### config.mk
export PLATFORM = sky130hd
export DESIGN_NAME = sdram_port_arbiter_flat
export DESIGN_NICKNAME = d
export VERILOG_FILES = /design/src/rtl/sdram_port_arbiter_if.sv /design/src/rtl/sdram_port_arbiter.sv /design/src/flat_wrapper.sv
export SDC_FILE = /design/constraint.sdc
export NUM_CORES = 1
export LEC_CHECK = 0
export CAP_MARGIN = 20
export CORE_MARGIN = 4
export CORE_UTILIZATION = 40
export CTS_BUF_LIST = sky130_fd_sc_hd__clkbuf_16
export CTS_CLUSTER_SIZE = 25
export DETAILED_ROUTE_END_ITERATION = 8
export PLACE_DENSITY = 0.74
export REMOVE_ABC_BUFFERS = 1
export SLEW_MARGIN = 20
export SYNTH_ARGS = -nofsm -noshare
export SYNTH_HDL_FRONTEND = slang
export SYNTH_SLANG_ARGS = --single-unit
### constraint.sdc
create_clock -name sys_clk -period 2.16 [get_ports sys_clk]
set_input_delay 0.432 -clock sys_clk [delete_from_list [all_inputs] [get_ports sys_clk]]
set_output_delay 0.432 -clock sys_clk [all_outputs]
set_load 0.01 [all_outputs]
### src/rtl/sdram_port_arbiter_if.sv
// Port bundle for sdram_port_arbiter: two requester ports, the SDRAM controller port and status.
// The slave view belongs to the arbiter; the master view belongs to whatever surrounds it.
interface sdram_port_arbiter_if #(
  parameter int ADDR_W = 24
);
  logic              m0_req;
  logic              m0_wr;
  logic [ADDR_W-1:0] m0_addr;
  logic [15:0]       m0_wdata;
  logic              m0_ack;
  logic [15:0]       m0_rdata;

  logic              m1_req;
  logic              m1_wr;
  logic [ADDR_W-1:0] m1_addr;
  logic [15:0]       m1_wdata;
  logic              m1_ack;
  logic [15:0]       m1_rdata;

  logic              mem_req;
  logic              mem_wr;
  logic [ADDR_W-1:0] mem_addr;
  logic [15:0]       mem_wdata;
  logic              mem_ack;
  logic [15:0]       mem_rdata;
  logic              refresh_busy;

  logic [1:0]        grant;
  logic              timeout_err;

  modport slave (
    input  m0_req, m0_wr, m0_addr, m0_wdata,
    output m0_ack, m0_rdata,
    input  m1_req, m1_wr, m1_addr, m1_wdata,
    output m1_ack, m1_rdata,
    output mem_req, mem_wr, mem_addr, mem_wdata,
    input  mem_ack, mem_rdata, refresh_busy,
    output grant, timeout_err
  );

  modport master (
    output m0_req, m0_wr, m0_addr, m0_wdata,
    input  m0_ack, m0_rdata,
    output m1_req, m1_wr, m1_addr, m1_wdata,
    input  m1_ack, m1_rdata,
    input  mem_req, mem_wr, mem_addr, mem_wdata,
    output mem_ack, mem_rdata, refresh_busy,
    input  grant, timeout_err
  );
endinterface

### src/rtl/sdram_port_arbiter.sv
// Round-robin arbiter sharing one SDRAM controller between the UART host path (m0) and the
// FX2 slave-FIFO path (m1), with a per-transfer watchdog that aborts a stuck controller.
module sdram_port_arbiter #(
  parameter int ADDR_W  = 24,
  parameter int TIMEOUT = 255
) (
  input  logic                sys_clk,
  input  logic                sys_rst_n,
  sdram_port_arbiter_if.slave bus
);

  typedef enum logic [1:0] {
    ST_IDLE = 2'd0,
    ST_BUSY = 2'd1,
    ST_DONE = 2'd2
  } state_t;

  localparam logic [15:0] LP_TIMEOUT = 16'(TIMEOUT);

  state_t            r_state;
  // Last-served requester; it also names the current owner from grant until DONE.
  logic              r_last_m1;
  logic [15:0]       r_cnt;
  logic [1:0]        r_grant;
  logic [1:0]        r_ack;
  logic [15:0]       r_rdata [2];
  logic              r_mem_req;
  logic              r_mem_wr;
  logic [ADDR_W-1:0] r_mem_addr;
  logic [15:0]       r_mem_wdata;
  logic              r_timeout_err;

  logic [1:0]        w_req;
  logic              w_win_m1;
  logic              w_win_wr;
  logic [ADDR_W-1:0] w_win_addr;
  logic [15:0]       w_win_wdata;
  logic [15:0]       w_cnt_inc;
  logic              w_cnt_hit;

  assign w_req = {bus.m1_req, bus.m0_req};
  // m1 wins when it is alone, or when both ask and m0 was served last.
  assign w_win_m1    = w_req[1] & (~w_req[0] | ~r_last_m1);
  assign w_win_wr    = w_win_m1 ? bus.m1_wr    : bus.m0_wr;
  assign w_win_addr  = w_win_m1 ? bus.m1_addr  : bus.m0_addr;
  assign w_win_wdata = w_win_m1 ? bus.m1_wdata : bus.m0_wdata;

  assign w_cnt_inc = r_cnt + 16'd1;
  assign w_cnt_hit = (w_cnt_inc == LP_TIMEOUT);

  always_ff @(posedge sys_clk or negedge sys_rst_n) begin
    if (!sys_rst_n) begin
      r_state       <= ST_IDLE;
      r_last_m1     <= 1'b1;
      r_cnt         <= '0;
      r_grant       <= '0;
      r_ack         <= '0;
      r_rdata[0]    <= '0;
      r_rdata[1]    <= '0;
      r_mem_req     <= 1'b0;
      r_mem_wr      <= 1'b0;
      r_mem_addr    <= '0;
      r_mem_wdata   <= '0;
      r_timeout_err <= 1'b0;
    end else begin
      case (r_state)
        ST_IDLE: begin
          if (!bus.refresh_busy && (|w_req)) begin
            r_state     <= ST_BUSY;
            r_last_m1   <= w_win_m1;
            r_grant     <= w_win_m1 ? 2'b10 : 2'b01;
            r_mem_req   <= 1'b1;
            r_mem_wr    <= w_win_wr;
            r_mem_addr  <= w_win_addr;
            r_mem_wdata <= w_win_wdata;
            r_cnt       <= '0;
          end
        end
        ST_BUSY: begin
          r_cnt <= w_cnt_inc;
          // A late ack in the watchdog's final cycle still counts as a normal completion.
          if (bus.mem_ack) begin
            r_state            <= ST_DONE;
            r_mem_req          <= 1'b0;
            r_ack[r_last_m1]   <= 1'b1;
            r_rdata[r_last_m1] <= bus.mem_rdata;
          end else if (w_cnt_hit) begin
            r_state            <= ST_DONE;
            r_mem_req          <= 1'b0;
            r_ack[r_last_m1]   <= 1'b1;
            r_rdata[r_last_m1] <= '0;
            r_timeout_err      <= 1'b1;
          end
        end
        ST_DONE: begin
          r_state    <= ST_IDLE;
          r_ack      <= '0;
          r_rdata[0] <= '0;
          r_rdata[1] <= '0;
          r_grant    <= '0;
          r_cnt      <= '0;
        end
        default: begin
          r_state <= ST_IDLE;
        end
      endcase
    end
  end

  assign bus.m0_ack      = r_ack[0];
  assign bus.m0_rdata    = r_rdata[0];
  assign bus.m1_ack      = r_ack[1];
  assign bus.m1_rdata    = r_rdata[1];
  assign bus.mem_req     = r_mem_req;
  assign bus.mem_wr      = r_mem_wr;
  assign bus.mem_addr    = r_mem_addr;
  assign bus.mem_wdata   = r_mem_wdata;
  assign bus.grant       = r_grant;
  assign bus.timeout_err = r_timeout_err;

endmodule
### src/flat_wrapper.sv
// flat-port wrapper written by rule: the top's interface ports become plain ports
module sdram_port_arbiter_flat 
#(
  parameter int ADDR_W  = 24,
  parameter int TIMEOUT = 255
)
  (sys_clk, sys_rst_n, bus_m0_req, bus_m0_wr, bus_m0_addr, bus_m0_wdata, bus_m0_ack, bus_m0_rdata, bus_m1_req, bus_m1_wr, bus_m1_addr, bus_m1_wdata, bus_m1_ack, bus_m1_rdata, bus_mem_req, bus_mem_wr, bus_mem_addr, bus_mem_wdata, bus_mem_ack, bus_mem_rdata, bus_refresh_busy, bus_grant, bus_timeout_err);
  sdram_port_arbiter_if #(.ADDR_W(ADDR_W)) bus_i ();
  input  logic sys_clk;
  input  logic sys_rst_n;
  input wire logic [$bits(bus_i.m0_req)-1:0] bus_m0_req;
  input wire logic [$bits(bus_i.m0_wr)-1:0] bus_m0_wr;
  input wire logic [$bits(bus_i.m0_addr)-1:0] bus_m0_addr;
  input wire logic [$bits(bus_i.m0_wdata)-1:0] bus_m0_wdata;
  output wire logic [$bits(bus_i.m0_ack)-1:0] bus_m0_ack;
  output wire logic [$bits(bus_i.m0_rdata)-1:0] bus_m0_rdata;
  input wire logic [$bits(bus_i.m1_req)-1:0] bus_m1_req;
  input wire logic [$bits(bus_i.m1_wr)-1:0] bus_m1_wr;
  input wire logic [$bits(bus_i.m1_addr)-1:0] bus_m1_addr;
  input wire logic [$bits(bus_i.m1_wdata)-1:0] bus_m1_wdata;
  output wire logic [$bits(bus_i.m1_ack)-1:0] bus_m1_ack;
  output wire logic [$bits(bus_i.m1_rdata)-1:0] bus_m1_rdata;
  output wire logic [$bits(bus_i.mem_req)-1:0] bus_mem_req;
  output wire logic [$bits(bus_i.mem_wr)-1:0] bus_mem_wr;
  output wire logic [$bits(bus_i.mem_addr)-1:0] bus_mem_addr;
  output wire logic [$bits(bus_i.mem_wdata)-1:0] bus_mem_wdata;
  input wire logic [$bits(bus_i.mem_ack)-1:0] bus_mem_ack;
  input wire logic [$bits(bus_i.mem_rdata)-1:0] bus_mem_rdata;
  input wire logic [$bits(bus_i.refresh_busy)-1:0] bus_refresh_busy;
  output wire logic [$bits(bus_i.grant)-1:0] bus_grant;
  output wire logic [$bits(bus_i.timeout_err)-1:0] bus_timeout_err;
  assign bus_i.m0_req = bus_m0_req;
  assign bus_i.m0_wr = bus_m0_wr;
  assign bus_i.m0_addr = bus_m0_addr;
  assign bus_i.m0_wdata = bus_m0_wdata;
  assign bus_m0_ack = bus_i.m0_ack;
  assign bus_m0_rdata = bus_i.m0_rdata;
  assign bus_i.m1_req = bus_m1_req;
  assign bus_i.m1_wr = bus_m1_wr;
  assign bus_i.m1_addr = bus_m1_addr;
  assign bus_i.m1_wdata = bus_m1_wdata;
  assign bus_m1_ack = bus_i.m1_ack;
  assign bus_m1_rdata = bus_i.m1_rdata;
  assign bus_mem_req = bus_i.mem_req;
  assign bus_mem_wr = bus_i.mem_wr;
  assign bus_mem_addr = bus_i.mem_addr;
  assign bus_mem_wdata = bus_i.mem_wdata;
  assign bus_i.mem_ack = bus_mem_ack;
  assign bus_i.mem_rdata = bus_mem_rdata;
  assign bus_i.refresh_busy = bus_refresh_busy;
  assign bus_grant = bus_i.grant;
  assign bus_timeout_err = bus_i.timeout_err;
  sdram_port_arbiter #(.ADDR_W(ADDR_W), .TIMEOUT(TIMEOUT)) u_core (.sys_clk(sys_clk), .sys_rst_n(sys_rst_n), .bus(bus_i));
endmodule
==> impl_metrics.ini, run 1 <==
[drt]
routed_via_density = 5.33
postRouteWirelength_mm = 15.3
first_iter_violations = 468
met2WireLength_mm = 8.17
antenna_left = 0
wl_per_cell_um = 17.0
drt-met1-wl_mm = 6.11
drc = 0
first_pass_iters = 4
wl_met3_um = 692
top_layer = met4
vias = 4784

[setup_path]
arrival_ns = 2.32
worst_ep_required_time_ns = 2.39
end_kind = flip-flop
crit_type = reg -> reg
start_kind = flip-flop
timing.rr.start = u_core.r_cnt[0]$_DFFE_PN0P_
rr_worst_depth = 9
r2r_setup_slack_ns = 0.07
worst_r2r_endpoint = u_core.bus.m0_rdata[3]$_DFFE_PN0P_
path_max_fanout = 7

[die]
rows = 40
die_h_um = 120
io_pins = 183
die_x_um = 120
die_area_mm2 = 0.0145
coreArea_mm2 = 0.0122
initial_utilization = 0.414

[cts]
clkSinkCount = 98
clk_pin_slew_ns = 0.07
cts_tree = done
cts_made_buffers = 9
htreeDepth = 3
clkLatencyLatePin_ns = 0.34
cts.path.max_buffers = 2
root_buffer = clkbuf_16

[final_layout]
diodes = 0
nets = 836
final_util = 0.631
drive_above_1_share = 0.122
area_delta_synth_final_pct = 52.3
fillCellCount = 1042
final_cell_area_mm2 = 0.00770

[timing]
period_minus_slack_ns = 2.09
setup_viol = 0
report.final.hold_viol_count = 0
fin_skew_ns = 0.00890
max_clock_freq_mhz = 478
slew_headroom = 0.620
tightestPinTransition_ns = 0.570
period_share = 0.968
slew_violations = 0

[synth]
ys_seq_area_frac = 0.485
syn_area_mm2 = 0.00506
synth_edf_count = 0
synth_cells = 530
synth_seq_cells = 98
synth.distinct_cells = 54
yosys_warnings = 0
ys_async_sr_fraction = 1.00
syn_area_per_cell_um2 = 9.54
synth-main-ff-cell = dfrtp_1

[grt]
grt_pass1_vias = 4869
grt_pass1_wl_mm = 24.1
grt_max_degree = 77
grt_use_total = 0.206
overflow = 0
antenna_found_initial = 0

[status]
status = completed

[pwr]
ir_drop_mv = 0.830
power_density_mw_per_mm2 = 1290
p_leak_nw = 3.21

[run]
drv_cap = 0

[placed_design]
io_buffers = 182
gp_congestion = 0.917
place_hpwl_mm = 11.6
place_area_mm2 = 0.00727

[hold_path]
hp-class = in -> async
[how the worst max path moves through the flow]
stage                                               end  slack (ns)  cells past startpoint                    startpoint
floorplan           u_core.bus.mem_addr[10]$_DFFE_PN0P_       -3.53                      3  u_core.r_last_m1$_DFFE_PN1P_
global placement         u_core.bus.mem_req$_DFFE_PN0P_       0.002                      7   u_core.r_cnt[0]$_DFFE_PN0P_
detailed placement       u_core.bus.mem_req$_DFFE_PN0P_       -0.04                      7   u_core.r_cnt[0]$_DFFE_PN0P_
CTS                 u_core.bus.m0_rdata[15]$_DFFE_PN0P_       0.008                      9   u_core.r_cnt[0]$_DFFE_PN0P_
global route         u_core.bus.m0_rdata[3]$_DFFE_PN0P_       -0.01                      7  u_core.r_cnt[10]$_DFFE_PN0P_
finish               u_core.bus.m0_rdata[3]$_DFFE_PN0P_        0.07                      9   u_core.r_cnt[0]$_DFFE_PN0P_
[area by class of cell]
| cell class | instances | area, µm² | area share |
|---|---|---|---|
| Tap cell | 168 | 210 | 0.0273 |
| Clock buffer | 9 | 225 | 0.0292 |
| Timing Repair Buffer | 224 | 2250 | 0.292 |
| Inverter | 12 | 45.0 | 0.00585 |
| Multi-Input combinational cell | 380 | 2440 | 0.317 |
| Sequential cell | 98 | 2460 | 0.320 |
| Clock inverter | 7 | 62.6 | 0.00812 |
[worst max-delay path: stages (launching register included)]
cell and delay (ns):
dfrtp_2 0.46, ha_4 0.18, buf_4 0.13, nand2b_1 0.16
a21oi_2 0.13, o21ai_2 0.11, o21ai_4 0.22, nand3_4 0.16
clkbuf_16 0.20, a22o_1 0.23
[kinds of logic (layout without fill, tap and decap cells)]
| kind of cell | count (synthesis) | after routing | share of synthesized area |
|---|---|---|---|
| multiplexers | 43 | 43 | 0.0854 |
| AO/OA/AOI/OAI | 163 | 163 | 0.212 |
| AND/OR/NAND/NOR | 166 | 166 | 0.150 |
| XOR/XNOR | 1 | 1 | 0.00173 |
| flip-flops | 98 | 98 | 0.485 |
| buffers and inverters | 52 | 252 | 0.0483 |
| adder cells (fa/ha/maj) | 7 | 7 | 0.0173 |
[flip-flops by register name, indices dropped and copies added, names as in the netlist]
signal                  flops
u_core.r_cnt               16
u_core.bus.mem_addr        24
u_core.r_state              2
u_core.bus.timeout_err      1
u_core.bus.mem_wdata       16
u_core.bus.mem_req          1
u_core.r_last_m1            1
u_core.bus.mem_wr           1
u_core.bus.m1_rdata        16
u_core.bus.grant            2
u_core.r_ack                2
u_core.bus.m0_rdata        16
[cells in the mapped netlist, types with 5 or more instances]
master	n	area share
inv_1	9	0.0067
mux2i_1	42	0.083
ha_1	7	0.017
nor3_1	9	0.0089
o21ai_0	35	0.035
a22o_1	19	0.033
clkbuf_1	26	0.019
buf_6	5	0.011
nor2_1	66	0.049
a21oi_1	63	0.062
nand2_1	51	0.038
dfrtp_1	97	0.48
o2bb2ai_1	16	0.028
nand3_1	9	0.0089
buf_2	6	0.0059
nand4_1	7	0.0087
[routing by layer]
metal / up-vias / track usage
li1: 2296 / -
met1: 2336 / 0.251
met2: 131 / 0.369
met3: 21 / 0.0360
met4: 0 / 0.0644
met5: - / 0
[through the flow]
stage          worst slack (ns)  instances  power (W)  hold WS, ns  setup TNS, ns
2_1_floorplan             -3.53        490    0.00545        0.136        -153.97
3_3_place_gp            0.00206        878    0.00797        0.459              0
3_5_place_dp            -0.0373        878    0.00817        0.471        -0.0833
4_1_cts                 0.00792        894    0.00977       0.0941              0
5_1_grt                 -0.0142        898     0.0106        0.113        -0.0495
6_report                 0.0684        898    0.00993       0.0749              0
[timing repair]
item,in CTS,in global routing
pin swaps,0,5
hold endpoints to repair,0,0
hold buffers,0,0
resized for setup,3,22
gates cloned,0,2
buffers inserted,0,2
setup endpoints to repair,9,34
[where the power goes]
group / switching (W) / internal, W
clock: 0.000691 / 0.000888
sequential: 0.000545 / 0.00261
combinational: 0.00243 / 0.00275
total: 0.00367 / 0.00626
[cells in the final DEF (no fill, tap or decap), drive strengths merged, types with 3 or more instances in the layout]
cell type,n
a21o,4
a21oi,63
a22o,19
a31oi,4
and2,3
and4,5
buf,41
clkbuf,11
clkdlybuf4s50,181
clkinv,5
dfrtp,97
ha,7
inv,12
mux2i,42
nand2,51
nand2b,4
nand3,10
nand4,7
nor2,66
nor3,10
o21ai,36
o2bb2ai,16
or2,3
Power figures use the tool's default switching activity.
==> run 2: changes to the inputs <==
--- a/config.mk
+++ b/config.mk
@@ -17,3 +17,4 @@
 export SYNTH_ARGS = -nofsm -noshare
 export SYNTH_HDL_FRONTEND = slang
 export SYNTH_SLANG_ARGS = --single-unit
+export TNS_END_PERCENT = 1
==> results of run 2 <==
Final layout, timing and power as in run 1 (identical DEF).
